==> config.mk <==
export PLATFORM = sky130hd
export DESIGN_NAME = mem_lsu
export DESIGN_NICKNAME = d
export VERILOG_FILES = /design/src/rtl/mem_lsu.sv
export SDC_FILE = /design/constraint.sdc
export NUM_CORES = 1
export LEC_CHECK = 0
export CORE_AREA = 2 2 134 136
export CTS_CLUSTER_DIAMETER = 50
export DETAILED_ROUTE_END_ITERATION = 8
export DIE_AREA = 0 0 136 138
export HOLD_SLACK_MARGIN = 0.12
export SLEW_MARGIN = 40
export SYNTH_ARGS = -nofsm -noshare
export SYNTH_HDL_FRONTEND = slang
export SYNTH_SLANG_ARGS = --single-unit
==> constraint.sdc <==
create_clock -name clk -period 3 [get_ports clk]
set_clock_uncertainty 0.05 [all_clocks]
set_input_delay 0.3 -clock clk [delete_from_list [all_inputs] [get_ports clk]]
set_output_delay 0.3 -clock clk [all_outputs]
set_load 0.1 [all_outputs]
==> src/rtl/mem_lsu.sv <==
// Load/store initiator: one aligned 32-bit bram access per request, lane masking and load extension.
// Latency: store done 2, load 3, illegal 1 cycle after accept; busy (ready=0) until done. Optional LSU_TIMEOUT_EN aborts a stalled read.
module mem_lsu #(
    parameter int AW      = 13,
    parameter int TIMEOUT = 16
) (
    input  logic          clk,
    input  logic          rst,
    input  logic          req,
    input  logic          we,
    input  logic [2:0]    funct3,
    input  logic [31:0]   addr,
    input  logic [31:0]   wdata,
    output logic          ready,
    output logic          done,
    output logic          err,
    output logic [31:0]   rdata,
    output logic          mem_rd_en,
    output logic [AW-1:0] mem_addr,
    input  logic [31:0]   mem_rd_data,
    input  logic          mem_rd_valid,
    output logic          mem_wr_en,
    output logic [31:0]   mem_wr_data,
    output logic [3:0]    mem_wr_mask
);

    typedef enum logic [1:0] {IDLE, ISSUE, WAIT, RESP} state_t;

    state_t     state;
    logic       we_q;
    logic [2:0] f3_q;
    logic [1:0] off_q;
    logic       illegal;
    logic [31:0] st_data;
    logic [3:0]  st_mask;
    logic [31:0] ld_word;

    logic unused_bits;
    assign unused_bits = ^{addr[31:AW], 32'(TIMEOUT)};

`ifdef LSU_TIMEOUT_EN
    logic [$clog2(TIMEOUT+1)-1:0] wait_cnt;
`endif

    always_comb begin
        illegal = 1'b0;
        if (funct3 == 3'b011 || funct3 == 3'b110 || funct3 == 3'b111)
            illegal = 1'b1;
        if (we && funct3[2])
            illegal = 1'b1;
        if (funct3[1:0] == 2'b01 && addr[0])
            illegal = 1'b1;
        if (funct3[1:0] == 2'b10 && addr[1:0] != 2'b00)
            illegal = 1'b1;
    end

    // Lane k (bits [8k+7:8k], byte offset k) is enabled by mask bit 3-k.
    always_comb begin
        st_data = wdata;
        st_mask = 4'b1111;
        case (funct3[1:0])
            2'b00: begin
                st_data = {4{wdata[7:0]}};
                st_mask = 4'b1000 >> addr[1:0];
            end
            2'b01: begin
                st_data = {2{wdata[15:0]}};
                st_mask = addr[1] ? 4'b0011 : 4'b1100;
            end
            default: ;
        endcase
    end

    always_comb begin
        logic [31:0] sh8;
        logic [31:0] sh16;
        sh8  = mem_rd_data >> {off_q, 3'b000};
        sh16 = mem_rd_data >> {off_q[1], 4'b0000};
        case (f3_q)
            3'b000:  ld_word = {{24{sh8[7]}}, sh8[7:0]};
            3'b100:  ld_word = {24'd0, sh8[7:0]};
            3'b001:  ld_word = {{16{sh16[15]}}, sh16[15:0]};
            3'b101:  ld_word = {16'd0, sh16[15:0]};
            default: ld_word = mem_rd_data;
        endcase
    end

    always_ff @(posedge clk) begin
        if (rst) begin
            state       <= IDLE;
            ready       <= 1'b1;
            done        <= 1'b0;
            err         <= 1'b0;
            rdata       <= '0;
            mem_rd_en   <= 1'b0;
            mem_wr_en   <= 1'b0;
            mem_addr    <= '0;
            mem_wr_data <= '0;
            mem_wr_mask <= '0;
            we_q        <= 1'b0;
            f3_q        <= '0;
            off_q       <= '0;
`ifdef LSU_TIMEOUT_EN
            wait_cnt    <= '0;
`endif
        end else begin
            done      <= 1'b0;
            mem_rd_en <= 1'b0;
            mem_wr_en <= 1'b0;
            case (state)
                IDLE: begin
                    if (req) begin
                        ready <= 1'b0;
                        if (illegal) begin
                            state <= RESP;
                            done  <= 1'b1;
                            err   <= 1'b1;
                        end else begin
                            state    <= ISSUE;
                            we_q     <= we;
                            f3_q     <= funct3;
                            off_q    <= addr[1:0];
                            mem_addr <= {addr[AW-1:2], 2'b00};
                            if (we) begin
                                mem_wr_en   <= 1'b1;
                                mem_wr_data <= st_data;
                                mem_wr_mask <= st_mask;
                            end else begin
                                mem_rd_en <= 1'b1;
                            end
                        end
                    end
                end
                ISSUE: begin
                    if (we_q) begin
                        state <= RESP;
                        done  <= 1'b1;
                        err   <= 1'b0;
                    end else begin
                        state <= WAIT;
`ifdef LSU_TIMEOUT_EN
                        wait_cnt <= '0;
`endif
                    end
                end
                WAIT: begin
                    if (mem_rd_valid) begin
                        rdata <= ld_word;
                        state <= RESP;
                        done  <= 1'b1;
                        err   <= 1'b0;
                    end
`ifdef LSU_TIMEOUT_EN
                    else if (wait_cnt == ($clog2(TIMEOUT+1))'(TIMEOUT-1)) begin
                        state <= RESP;
                        done  <= 1'b1;
                        err   <= 1'b1;
                    end else begin
                        wait_cnt <= wait_cnt + 1'b1;
                    end
`endif
                end
                RESP: begin
                    state <= IDLE;
                    ready <= 1'b1;
                    err   <= 1'b0;
                end
                default: state <= IDLE;
            endcase
        end
    end

endmodule

==> run metrics <==
Simple-Gate Fraction of Synth Area 0.207; vias post-DR approximately 4200; Initial Utilization 0.244; critical path arrival ~2.3 ns; num ports between 150 and 200; final hold slack between 0.4 and 0.5 ns; Pleak approximately 2.3 nW; vias in the first global route about 3900; Critical-path top delay cell or4_4; crit path capture type flop; Remaining DRCs 0; placer congestion estimate 0.840; Setup crit start addr[0]; predominant post-synthesis flop cell dfxtp_1; hold wc startpoint mem_addr[9]; Post-Synth Adder-Cell Area 0.0117; crit path cell chain clkdlybuf4s50_1 -> or4_4 -> a21boi_4 -> buf_12 -> nor2_1 -> a311oi_1; hold_buf cts 0; H-tree levels 3; GRT Overall Usage 0.148; Die Footprint between 15000 and 20000 sq um; largest net degree at the start of global routing 72; post-synthesis compound-gate area fraction 0.230; CTS Buffer Depth 2; post-route cell area between 6000 and 7000 sq um; # diodes 0; Final period util 0.686; hold depth 2; run status finished clean; # resized after CTS 0; Core ar. approximately 18000 sq um; count of input and output buffers ~170; Crit Path Class in -> reg; setup repair after global routing missed its margin false; area of the multi-input gates approximately 2200 sq um; initial antenna violation count 0; sw frac 0.465; Peak VDD IR about 0.54 mV; post-DR vias/cell ~4.6; post-CTS setup buffer count 0; Switch Pwr 2.29 mW; Critical Path RT 3.20 ns; CP top delay family buffers and inverters; Antenna Nets Post-Route 0; mux cell area share after synthesis 0.0630; Hold Crit Class reg -> reg; Worst Hold End mem_addr[9]; post-layout util 0.355; Worst Path Max Fanout between 50 and 60; reg2reg end rdata[8]; Worst R2R Path Depth 5; clock sinks 92; Mapped Cells 528; placed inst area 5930 sq um; FF-to-FF setup slack 0.97 ns; layout cell share with drive strength beyond 1 0.193; Routed Wire Length ~14 mm; async set or reset register ratio after synthesis 0; setup violators final 0; Layout Nets between 700 and 800; # placed instances 893; grt ovf 0; Row Count between 40 and 50; Slew Limit Fails 0; Worst path depth 6; Routed WL per cell 15.5 um; die height 138 um; Flop pwr share 0.308; clk slew on worst S/H paths approximately 0.070 ns; WP buf/inv 2; Max stage delay on crit path between 0.5 and 0.6 ns; drt pass-1 iters 5; # Max-Cap Violations 0; Worst Max-Slew Pin Slew ~0.80 ns; register area 1840 sq um; clk_lat worst skew 0.34 ns; global-route wire length before repair 21.9 mm; setup_tns 0 ns; fin cells approximately 900; combinational power share 0.456; Warnings, synthesis 0; syn avg cell area roughly 8.1 sq um; CTS tree done; Pwr Density between 700 and 800 nW/um^2; First DRT Iteration DRCs 228; Cell Area, Synth 4270 sq um; Num CTS Buffers 9; Post-synth EDFFs 0; Internal 2.64 mW; FF-to-FF Start f3_q[0]; Area growth, synth to finish 45.6%; clock root cell clkbuf_16; Peak Freq slightly below 0.5 GHz; post-synthesis register bit count slightly above 90; die boundary width 136 um; slew margin rel. 0.467; min Tclk post-route about 2 ns; main combinational cell family by area after synthesis compound AO/OA/AOI/OAI gates; Final Hold Fails 0; fill cell count around 1900; Synth cell types 45; Critical Path Source Type primary input; proportion of power drawn by the clock network 0.236; sequential area share after synthesis 0.431; HPWL Detailed roughly 10 mm; XOR/XNOR Fraction of Synth Area 0
-- synth_stat cells, types with 4 or more instances --
cell / n / share of area
nand2_1: 111 / 0.098
dfxtp_1: 92 / 0.43
nor2_1: 59 / 0.052
a21oi_1: 41 / 0.048
a211oi_1: 33 / 0.058
clkbuf_1: 28 / 0.025
o21ai_0: 21 / 0.025
mux2i_1: 19 / 0.045
a311oi_1: 14 / 0.029
nand3b_1: 9 / 0.016
nor3_1: 9 / 0.011
o211ai_1: 8 / 0.014
mux2_2: 7 / 0.018
nand2b_1: 7 / 0.010
a31oi_1: 6 / 0.0088
buf_2: 6 / 0.0070
buf_4: 6 / 0.011
inv_1: 6 / 0.0053
o221a_2: 5 / 0.013
ha_1: 4 / 0.012
-- area by class of cell --
| class | instances | area share |
|---|---|---|
| clock inverters | 4 | 0.00785 |
| inverters | 7 | 0.00423 |
| well taps | 229 | 0.0461 |
| multi-input cells | 385 | 0.354 |
| clock buffers | 11 | 0.0390 |
| flip-flops and latches | 92 | 0.296 |
| repair buffers | 180 | 0.253 |
-- cell usage in the layout, fill, tap and decap left out, types with 7 or more instances in the layout --
| cell | n |
|---|---|
| o211ai_1 | 8 |
| a21oi_1 | 41 |
| nand2_1 | 111 |
| clkdlybuf4s50_1 | 83 |
| buf_4 | 96 |
| dfxtp_1 | 92 |
| nor3_1 | 9 |
| nand2b_1 | 7 |
| nand3b_1 | 9 |
| mux2i_1 | 19 |
| a211oi_1 | 33 |
| clkbuf_16 | 9 |
| mux2_2 | 7 |
| o21ai_0 | 21 |
| nor2_1 | 59 |
| a311oi_1 | 14 |
-- metal layers --
layer	wire, um	vias to the layer above	GRT usage
met3	641	32	0.0224
li1	-	2145	-
met4	574	0	0.0833
met1	6350	1908	0.195
met5	0	-	0
met2	6480	116	0.229
-- worst register-to-register path: stages (launching register included) --
cell	delay (ns)
dfxtp_1	0.62
nand2b_1	0.17
buf_4	0.20
o22ai_1	0.09
a21oi_1	0.58
a211oi_1	0.17
-- state kept, by name, indices dropped and copies added (netlist names), 2 cells and up --
register / cells
off_q: 2
rdata: 32
mem_addr: 11
mem_wr_data: 32
mem_wr_mask: 4
f3_q: 3
state: 2
-- cell families after synthesis --
family | Yosys count
other | 1
and+or+nand+nor | 208
buffers and inverters | 52
DFF | 92
AOI/OAI and AO/OA | 145
muxes | 26
adders and majority gates | 4
-- power by group through the flow --
| stage | combinational, mW | sequential [mW] | clock [mW] |
|---|---|---|---|
| final | 2.25 | 1.52 | 1.17 |
| after global routing | 2.38 | 1.54 | 1.24 |
| after CTS | 2.26 | 1.52 | 1.20 |
| after detailed placement | 2.26 | 1.54 | 0 |
| after global placement | 2.25 | 1.54 | 0 |
| after floorplan | 0.614 | 2.64 | 0 |
-- worst max-delay path by stage --
stage / to
6_report: mem_wr_data[10]
5_1_grt: rdata[10]
4_1_cts: rdata[10]
3_5_place_dp: mem_wr_data[10]
3_3_place_gp: we_q
2_1_floorplan: mem_wr_data[0]
-- metrics by stage --
stage,setup slack (ns),power [mW]
after floorplan,1.12,3.26
after detailed placement,0.598,3.80
final,0.942,4.93
after global placement,0.620,3.79
after global routing,0.727,5.16
after CTS,0.929,4.98
Power figures use the tool's default switching activity.
